$ cat src/rtl/regbank_write_arbiter_pkg.sv
// rtl/regbank_write_arbiter_pkg.sv - shared types, defaults and helpers for the register-bank write arbiter
package regbank_write_arbiter_pkg;

    // Arbiter FSM: IDLE arbitrates per beat, BURST holds the grant on the locked requester
    typedef enum logic {
        ST_IDLE  = 1'b0,
        ST_BURST = 1'b1
    } arb_state_e;

    localparam int          DEF_NREQ    = 3;
    localparam int          DEF_DW      = 32;
    localparam int          DEF_AW      = 5;
    localparam logic [4:0]  DEF_PC_ADDR = 5'h0F;

    // Round-robin successor of a requester index
    function automatic int next_idx(input int idx, input int n);
        return (idx >= n - 1) ? 0 : idx + 1;
    endfunction

endpackage

$ cat src/rtl/regbank_write_arbiter_rr_pick.sv
// rtl/regbank_write_arbiter_rr_pick.sv - NREQ-wide round-robin picker (request vector + pointer -> one-hot grant and index)
module rr_pick
    import regbank_write_arbiter_pkg::*;
#(
    parameter int NREQ = DEF_NREQ,
    parameter int IW   = (NREQ > 1) ? $clog2(NREQ) : 1
) (
    input  logic [NREQ-1:0] req_i,
    input  logic [IW-1:0]   ptr_i,
    output logic [NREQ-1:0] grant_o,
    output logic [IW-1:0]   idx_o,
    output logic            any_o
);

    logic [IW-1:0] cand;

    // Scan ptr, ptr+1, ... wrapping at NREQ; the first requesting slot wins
    always_comb begin
        grant_o = '0;
        idx_o   = '0;
        any_o   = 1'b0;
        cand    = ptr_i;
        for (int k = 0; k < NREQ; k++) begin
            if (!any_o && req_i[cand]) begin
                grant_o[cand] = 1'b1;
                idx_o         = cand;
                any_o         = 1'b1;
            end
            cand = IW'(next_idx(int'(cand), NREQ));
        end
    end

endmodule

$ cat src/rtl/regbank_write_arbiter.sv
// rtl/regbank_write_arbiter.sv - round-robin writeback arbiter onto registerbank write/PC ports; optional same-cycle bypass under REGARB_BYPASS_EN
module regbank_write_arbiter
    import regbank_write_arbiter_pkg::*;
#(
    parameter int             NREQ    = DEF_NREQ,
    parameter int             DW      = DEF_DW,
    parameter int             AW      = DEF_AW,
    parameter logic [AW-1:0]  PC_ADDR = AW'(DEF_PC_ADDR)
) (
    input  logic               clk1,
    input  logic               rst_n,
    input  logic [NREQ-1:0]    req_valid,
    input  logic [NREQ-1:0]    req_last,
    input  logic [NREQ*AW-1:0] req_addr,
    input  logic [NREQ*DW-1:0] req_data,
    output logic [NREQ-1:0]    req_ready,
    output logic [DW-1:0]      rb_write,
    output logic [AW-1:0]      rb_addr,
    output logic               rb_w,
    output logic [DW-1:0]      rb_pc_write,
    output logic               rb_pc_w,
`ifdef REGARB_BYPASS_EN
    input  logic [AW-1:0]      byp_raddr,
    output logic               byp_hit,
    output logic [DW-1:0]      byp_data,
`endif
    output logic               busy
);

    localparam int IW = (NREQ > 1) ? $clog2(NREQ) : 1;

    arb_state_e     state_q, state_d;
    logic [IW-1:0]  ptr_q, ptr_d;
    logic [IW-1:0]  lock_q, lock_d;

    logic [NREQ-1:0] pick_grant;
    logic [IW-1:0]   pick_idx;
    logic            pick_any;

    logic [NREQ-1:0] ready_c;
    logic [IW-1:0]   sel_idx;
    logic            xfer;
    logic            sel_last;
    logic [AW-1:0]   sel_addr;
    logic [DW-1:0]   sel_data;
    logic            sel_is_pc;

    logic            rb_w_q, rb_w_d;
    logic            rb_pc_w_q, rb_pc_w_d;
    logic [AW-1:0]   rb_addr_q, rb_addr_d;
    logic [DW-1:0]   rb_write_q, rb_write_d;
    logic [DW-1:0]   rb_pc_write_q, rb_pc_write_d;

    rr_pick #(
        .NREQ (NREQ),
        .IW   (IW)
    ) u_pick (
        .req_i   (req_valid),
        .ptr_i   (ptr_q),
        .grant_o (pick_grant),
        .idx_o   (pick_idx),
        .any_o   (pick_any)
    );

    // Grant selection: free arbitration in IDLE, locked requester only in BURST
    always_comb begin
        ready_c = '0;
        sel_idx = pick_idx;
        if (state_q == ST_BURST) begin
            ready_c[lock_q] = 1'b1;
            sel_idx         = lock_q;
        end else begin
            ready_c = pick_grant;
        end
    end

    // Ready is forced low while reset is held so nothing can handshake during reset
    assign req_ready = rst_n ? ready_c : '0;

    assign xfer      = |(req_valid & req_ready);
    assign sel_last  = req_last[sel_idx];
    assign sel_addr  = req_addr[int'(sel_idx) * AW +: AW];
    assign sel_data  = req_data[int'(sel_idx) * DW +: DW];
    assign sel_is_pc = (sel_addr == PC_ADDR);

    // FSM next state and round-robin pointer / lock update on each transferred beat
    always_comb begin
        state_d = state_q;
        ptr_d   = ptr_q;
        lock_d  = lock_q;
        if (xfer) begin
            if (state_q == ST_IDLE) begin
                if (sel_last) begin
                    ptr_d = IW'(next_idx(int'(sel_idx), NREQ));
                end else begin
                    state_d = ST_BURST;
                    lock_d  = sel_idx;
                end
            end else if (sel_last) begin
                state_d = ST_IDLE;
                ptr_d   = IW'(next_idx(int'(lock_q), NREQ));
            end
        end
    end

    // Registerbank port next values: one-cycle strobes, data/addr hold between strobes
    always_comb begin
        rb_w_d        = 1'b0;
        rb_pc_w_d     = 1'b0;
        rb_addr_d     = rb_addr_q;
        rb_write_d    = rb_write_q;
        rb_pc_write_d = rb_pc_write_q;
        if (xfer) begin
            if (sel_is_pc) begin
                rb_pc_w_d     = 1'b1;
                rb_pc_write_d = sel_data;
            end else begin
                rb_w_d     = 1'b1;
                rb_addr_d  = sel_addr;
                rb_write_d = sel_data;
            end
        end
    end

    // State, pointer and output registers; reset abandons any burst and pending strobe
    always_ff @(posedge clk1 or negedge rst_n) begin
        if (!rst_n) begin
            state_q       <= ST_IDLE;
            ptr_q         <= '0;
            lock_q        <= '0;
            rb_w_q        <= 1'b0;
            rb_pc_w_q     <= 1'b0;
            rb_addr_q     <= '0;
            rb_write_q    <= '0;
            rb_pc_write_q <= '0;
        end else begin
            state_q       <= state_d;
            ptr_q         <= ptr_d;
            lock_q        <= lock_d;
            rb_w_q        <= rb_w_d;
            rb_pc_w_q     <= rb_pc_w_d;
            rb_addr_q     <= rb_addr_d;
            rb_write_q    <= rb_write_d;
            rb_pc_write_q <= rb_pc_write_d;
        end
    end

    assign rb_w        = rb_w_q;
    assign rb_pc_w     = rb_pc_w_q;
    assign rb_addr     = rb_addr_q;
    assign rb_write    = rb_write_q;
    assign rb_pc_write = rb_pc_write_q;
    assign busy        = (state_q == ST_BURST);

`ifdef REGARB_BYPASS_EN
    logic gp_hit;
    logic pc_hit;

    // Same-cycle forwarding of the write currently strobing into the registerbank
    always_comb begin
        gp_hit   = rb_w_q && (rb_addr_q == byp_raddr);
        pc_hit   = rb_pc_w_q && (byp_raddr == PC_ADDR);
        byp_hit  = gp_hit || pc_hit;
        byp_data = '0;
        if (gp_hit) begin
            byp_data = rb_write_q;
        end else if (pc_hit) begin
            byp_data = rb_pc_write_q;
        end
    end
`endif

endmodule

$ cat config.mk
export PLATFORM = sky130hd
export DESIGN_NAME = regbank_write_arbiter
export DESIGN_NICKNAME = d
export VERILOG_FILES = /design/src/rtl/regbank_write_arbiter_pkg.sv /design/src/rtl/regbank_write_arbiter_rr_pick.sv /design/src/rtl/regbank_write_arbiter.sv
export SDC_FILE = /design/constraint.sdc
export NUM_CORES = 1
export LEC_CHECK = 0
export CAP_MARGIN = 30
export CORE_MARGIN = 2
export CORE_UTILIZATION = 45
export DETAILED_ROUTE_END_ITERATION = 10
export PLACE_DENSITY = 0.95
export SLEW_MARGIN = 10
export SYNTH_ARGS = -nofsm -noshare
export SYNTH_HDL_FRONTEND = slang
export SYNTH_SLANG_ARGS = --single-unit
$ cat constraint.sdc
create_clock -name clk1 -period 5 [get_ports clk1]
set_input_delay 1.25 -clock clk1 [delete_from_list [all_inputs] [get_ports clk1]]
set_output_delay 1.25 -clock clk1 [all_outputs]
set_load 0.03 [all_outputs]
# [Word-level counts from Yosys, hierarchy flattened]
# Index checks and enable logic that the tools add are counted.
[word_totals] elab_cells=87 reg_bits=76 in_bits=119 out_inout_bits=75
[classes] n_reduce_logical=13 add_sub_neg=4 shifts=2 bitwise=6 eq_ne=1 mul=1 muxes=39 order_cmp=13
[op_table] op="96-bit by 8-bit variable part select with 32-bit output" count=1
[op_table] op="2-bit 2-to-1 mux" count=11
[op_table] op="2-bit by 3-bit less-than comparator with 1-bit output, second input constant" count=5
[op_table] op="1-bit 2-to-1 mux" count=15
[op_table] op="3-bit 2-to-1 mux" count=5
[op_table] op="15-bit by 6-bit variable part select with 5-bit output" count=1
[op_table] op="2-bit by 1-bit adder with 2-bit output, second input constant" count=4
[op_table] op="1-bit binary-select mux with 2-bit select" count=4
[op_table] op="1-bit demux with 2-bit select" count=4
[op_table] op="2-bit by 1-bit >= comparator with 1-bit output, second input constant" count=4
[op_table] op="2-bit >= comparator, second input constant" count=4
[op_table] op="1-bit logical AND" count=6
[op_table] op="3-bit bitwise OR" count=2
[op_table] op="2-bit AND reduction" count=3
[op_table] op="5-bit by 4-bit == test with 1-bit output, second input constant" count=1
[op_table] op="2-bit by 3-bit multiplier with 5-bit output, second input constant" count=1
[op_table] op="3-bit AND" count=1
[op_table] op="1-bit NOT" count=3
[op_table] op="3-bit AND reduction" count=1
[op_table] op="3-bit OR reduction" count=1
[op_table] op="1-bit logical NOT" count=2

# [Logic depth before layout (Yosys ltp)]
[logic_depth] ltp_word=15 ltp_mapped=10 ltp_nobuf=7

# [Hierarchy]
# A second synthesis with hierarchy kept.
[hier_totals] cells_unflattened=319 area_unflattened_um2=3853.7
[modules_own_cells] mod="regbank_write_arbiter" area_each_um2=3766.1 cells_per_inst=305 instances=1
[modules_own_cells] mod="rr_pick" area_each_um2=87.6 cells_per_inst=14 instances=1

# [Worst setup path after synthesis]
# OpenSTA, ideal clock, no wires.
[synth_timing] path_kind="input-to-output" from="input port req_valid[2]" to="output port req_ready[1]" cell_stages=6 required_ns=3.750 setup_slack_ns=0.940 path_buffers=2 arrival_ns=2.810 cell_sequence="and3b_1 a2111oi_4 or2_1 buf_2 clkbuf_1 and2_1"
[synth_via] elab_chain_cells=11
[synth_lines] element="start, declared" line="regbank_write_arbiter.sv:12" rtl="input logic [NREQ-1:0] req_valid,"
[synth_lines] element="1-bit binary-select mux with 2-bit select" line="regbank_write_arbiter_rr_pick.sv:24" rtl="if (!any_o && req_i[cand]) begin"
[synth_lines] element="1-bit 2-to-1 mux (not written as such)" line="regbank_write_arbiter_rr_pick.sv:24"
[synth_lines] element="1-bit 2-to-1 mux" line="regbank_write_arbiter_rr_pick.sv:24"
[synth_lines] element="1-bit logical NOT" line="regbank_write_arbiter_rr_pick.sv:24"
[synth_lines] element="1-bit logical AND" line="regbank_write_arbiter_rr_pick.sv:24"
[synth_lines] element="1-bit 2-to-1 mux" line="regbank_write_arbiter_rr_pick.sv:24"
[synth_lines] element="1-bit logical NOT" line="regbank_write_arbiter_rr_pick.sv:24"
[synth_lines] element="1-bit logical AND" line="regbank_write_arbiter_rr_pick.sv:24"
[synth_lines] element="3-bit 2-to-1 mux *" line="regbank_write_arbiter_rr_pick.sv:24"
[synth_lines] element="3-bit 2-to-1 mux *" line="regbank_write_arbiter.sv:69" rtl="if (state_q == ST_BURST) begin"
[synth_lines] element="3-bit 2-to-1 mux *" line="regbank_write_arbiter.sv:78" rtl="assign req_ready = rst_n ? ready_c : '0;"
[synth_lines] element="end, declared" line="regbank_write_arbiter.sv:16" rtl="output logic [NREQ-1:0] req_ready,"
# Every way passes the cells marked *; elsewhere a longest branch is shown, timed or not. The select of a mux whose other input is x is not followed.

# [Worst setup path after layout]
[layout_timing] from="input port req_valid[0]" to="output port req_ready[2]"
# Same word-level chain as after synthesis.

==> out/metrics.csv <==
metric,value,unit
status,"complete, no violations",
Pre-antenna DRT Iters,4,
Combinational Power Share,62.9,%
initial antenna violation count,0,
clock slew at reported path FFs,70,ps
die area,9833,um^2
Synth Instances,353,
first-pass GRT wire length,19.06,mm
IO buf count,193,
DRC viols,0,
Max Cap Viol,0,
drt wl/cell,18.01,um
Setup crit start,req_valid[0],
buffer count from post-CTS setup fixing,0,
r2r startpoint,busy$_DFFE_PN0P_,
total grt overflow,0,
Worst setup endpoint,req_ready[2],
Final Max Slew Viols,0,
Mapped Nets,472,
r2r endpoint,rb_write[14]$_DFFE_PN0P_,
Cell Int Power,2.312,mW
register-to-register setup slack,1740,ps
data required time at the worst endpoint,3750,ps
Starting DRT DRC Count,134,
H-tree levels,3,
share of cells above drive strength 1,17.06,%
n_diodes,0,
Reg power frac,26.5,%
FMAX,209.8,MHz
"Avg Cell Area, Syn",11.54,um^2
type of the most critical hold path,reg -> reg,
Psw,1.869,mW
fin crit share,95.32,%
largest net degree at the start of global routing,70,
vias in the first global route,3771,
power share of the clock group,10.6,%
asr flop ratio synth,100.0,%
library cells used by synthesis,48,
core region area,8763,um^2
CTS Root Cell,clkbuf_8,
Max-slew headroom,43.25,%
CTS tree,yes,
FP Rows,34,
ANT nets after route,0,
Synth Warn #,0,
post-CTS sizing,0,
Syn-to-layout area delta,54.90,%
Net Sw Frac,44.70,%
# setup viols final,0,
final wirelength,11.87,mm
clk sinks,76,
post-synthesis sequential area ratio,46.67,%
crit end category,primary output,
Placer Congestion,0.9271,
total vias in the final route,3547,
VDD IR-drop max,0.0004439,V
worst-skew pair later-pin latency,340,ps
I/O pin count,194,
post-synthesis register bit count,76,
maximum root-to-sink buffer count,2,
"Max FO, Critical Path",7,
DIE WIDTH,99.16,um
final setup TNS,0,ps
"Hold Vio Cnt, Final",0,
Die H,99.16,um
RSZ-0062 raised after global routing,no,
crit path kind,in -> out,
dominant synthesized flop cell,dfrtp_1,
number of flops mapped to enable cells by yosys,0,
most frequent cells in the layout,"clkdlybuf4s50_1, dfrtp_1, mux2_2",
CTS buffer count,9,
Pleak,2.685,nW
Post-DP HPWL,9.105,mm
"commonest non-fill, non-tap cell in the layout",clkdlybuf4s50_1,
via/cell ratio,5.382,
Nets,666,
Post-Syn Area,4075,um^2
Worst R2R Path Depth,8,
hold buffer count at CTS,0,
CP Launch Type,input port,
crit path time final,4766,ps
crit path DAT,3520,ps
Final Instance Count excl. Fillers,659,
Worst Tran Pin Value,851.3,ps
GRT Resource Usage Total,24.63,%
P per Cell Area,662.4,nW/um^2
dpl cells,644,
Setup Skew,9.944,ps
Initial Utilization,46.50,%
[how the worst min path moves through the flow]
stage	start	end	slack, ps	cells after the start
6_report	rb_write[26]$_DFFE_PN0P_	rb_write[26]$_DFFE_PN0P_	490	1
2_1_floorplan	ptr_q[0]$_DFFE_PN0P_	ptr_q[0]$_DFFE_PN0P_	550	1
4_1_cts	rb_write[26]$_DFFE_PN0P_	rb_write[26]$_DFFE_PN0P_	490	1
3_5_place_dp	rb_write[23]$_DFFE_PN0P_	rb_write[23]$_DFFE_PN0P_	470	1
3_3_place_gp	rb_write[23]$_DFFE_PN0P_	rb_write[23]$_DFFE_PN0P_	470	1
5_1_grt	rb_write[25]$_DFFE_PN0P_	rb_write[25]$_DFFE_PN0P_	520	1
[state kept, by name (all words and copies together), names as in the netlist]
| name | count |
|---|---|
| rb_addr | 5 |
| ptr_q | 2 |
| rb_pc_w | 1 |
| lock_q | 2 |
| rb_w | 1 |
| rb_write | 32 |
| rb_pc_write | 32 |
| busy | 1 |
[per-layer routing]
metal | wire length [um] | GRT usage, % | up-vias
li1 | - | - | 1670
met1 | 4672 | 29.28 | 1714
met2 | 6098 | 43.97 | 141
met3 | 834 | 5.060 | 22
met4 | 261 | 9.168 | 0
met5 | 0 | 0 | -
[worst max-delay path: stages]
cell             delay, ps
clkdlybuf4s50_1        500
nor2b_1                190
o31a_1                 360
nor2b_2                250
nand2_1                 80
a21boi_0               180
clkdlybuf4s50_1        700
[through the flow]
stage	total power, mW	util [%]	hold slack (ps)	instance area (um^2)	setup WS, ps
6_report	4.182	72.03	487.3	6312	234.1
5_1_grt	4.434	72.03	517.8	6312	125.4
4_1_cts	4.215	72.03	492.1	6312	246.6
3_5_place_dp	3.765	69.96	473.9	6131	254.4
3_3_place_gp	3.654	69.65	466.2	6103	303.4
2_1_floorplan	2.719	-	554.8	4075	939.6
[power groups by stage]
| stage | clock network (mW) | registers, mW | logic, mW |
|---|---|---|---|
| floorplan | 0 | 1.62 | 1.10 |
| global placement | 0 | 1.10 | 2.56 |
| detailed placement | 0 | 1.12 | 2.65 |
| CTS | 0.452 | 1.11 | 2.66 |
| global route | 0.481 | 1.16 | 2.80 |
| finish | 0.443 | 1.11 | 2.63 |
[cells in the mapped netlist, types with 2 or more instances]
cell,n,area share (%)
and2_1,2,0.31
mux2_1,10,2.8
nor2_1,8,0.74
nor3b_1,2,0.37
mux2_2,57,16
nor2b_1,6,0.92
nand2_1,43,4.0
a2111oi_4,2,1.4
o21ai_0,37,4.5
o21a_1,3,0.55
o22a_1,2,0.43
a211oi_1,2,0.37
o311ai_0,2,0.43
a21oi_1,3,0.37
inv_1,3,0.28
buf_6,6,1.7
buf_2,7,0.86
dfrtp_1,76,47
clkbuf_1,7,0.64
mux2i_1,39,9.6
nand2b_1,8,1.2
nor3_1,2,0.25
[cell type report]
type,count,area (um^2)
multi-input combinational,253,2041
fill,650,2451
clock inverter,5,53.80
tap,108,135.1
sequential,76,1902
clock buffer,10,127.6
timing repair buffer,204,2042
inverter,3,11.26
[cells by family (layout without fill, tap and decap cells)]
logic type | Yosys count | after routing | share of synthesized area (%)
AO/OA/AOI/OAI | 69 | 69 | 12.31
buffers and inverters | 24 | 222 | 3.623
flip-flops | 76 | 76 | 46.67
multiplexers | 106 | 106 | 28.09
AND/OR/NAND/NOR | 78 | 78 | 9.303
Note: power is estimated with default switching activity, not from simulation.
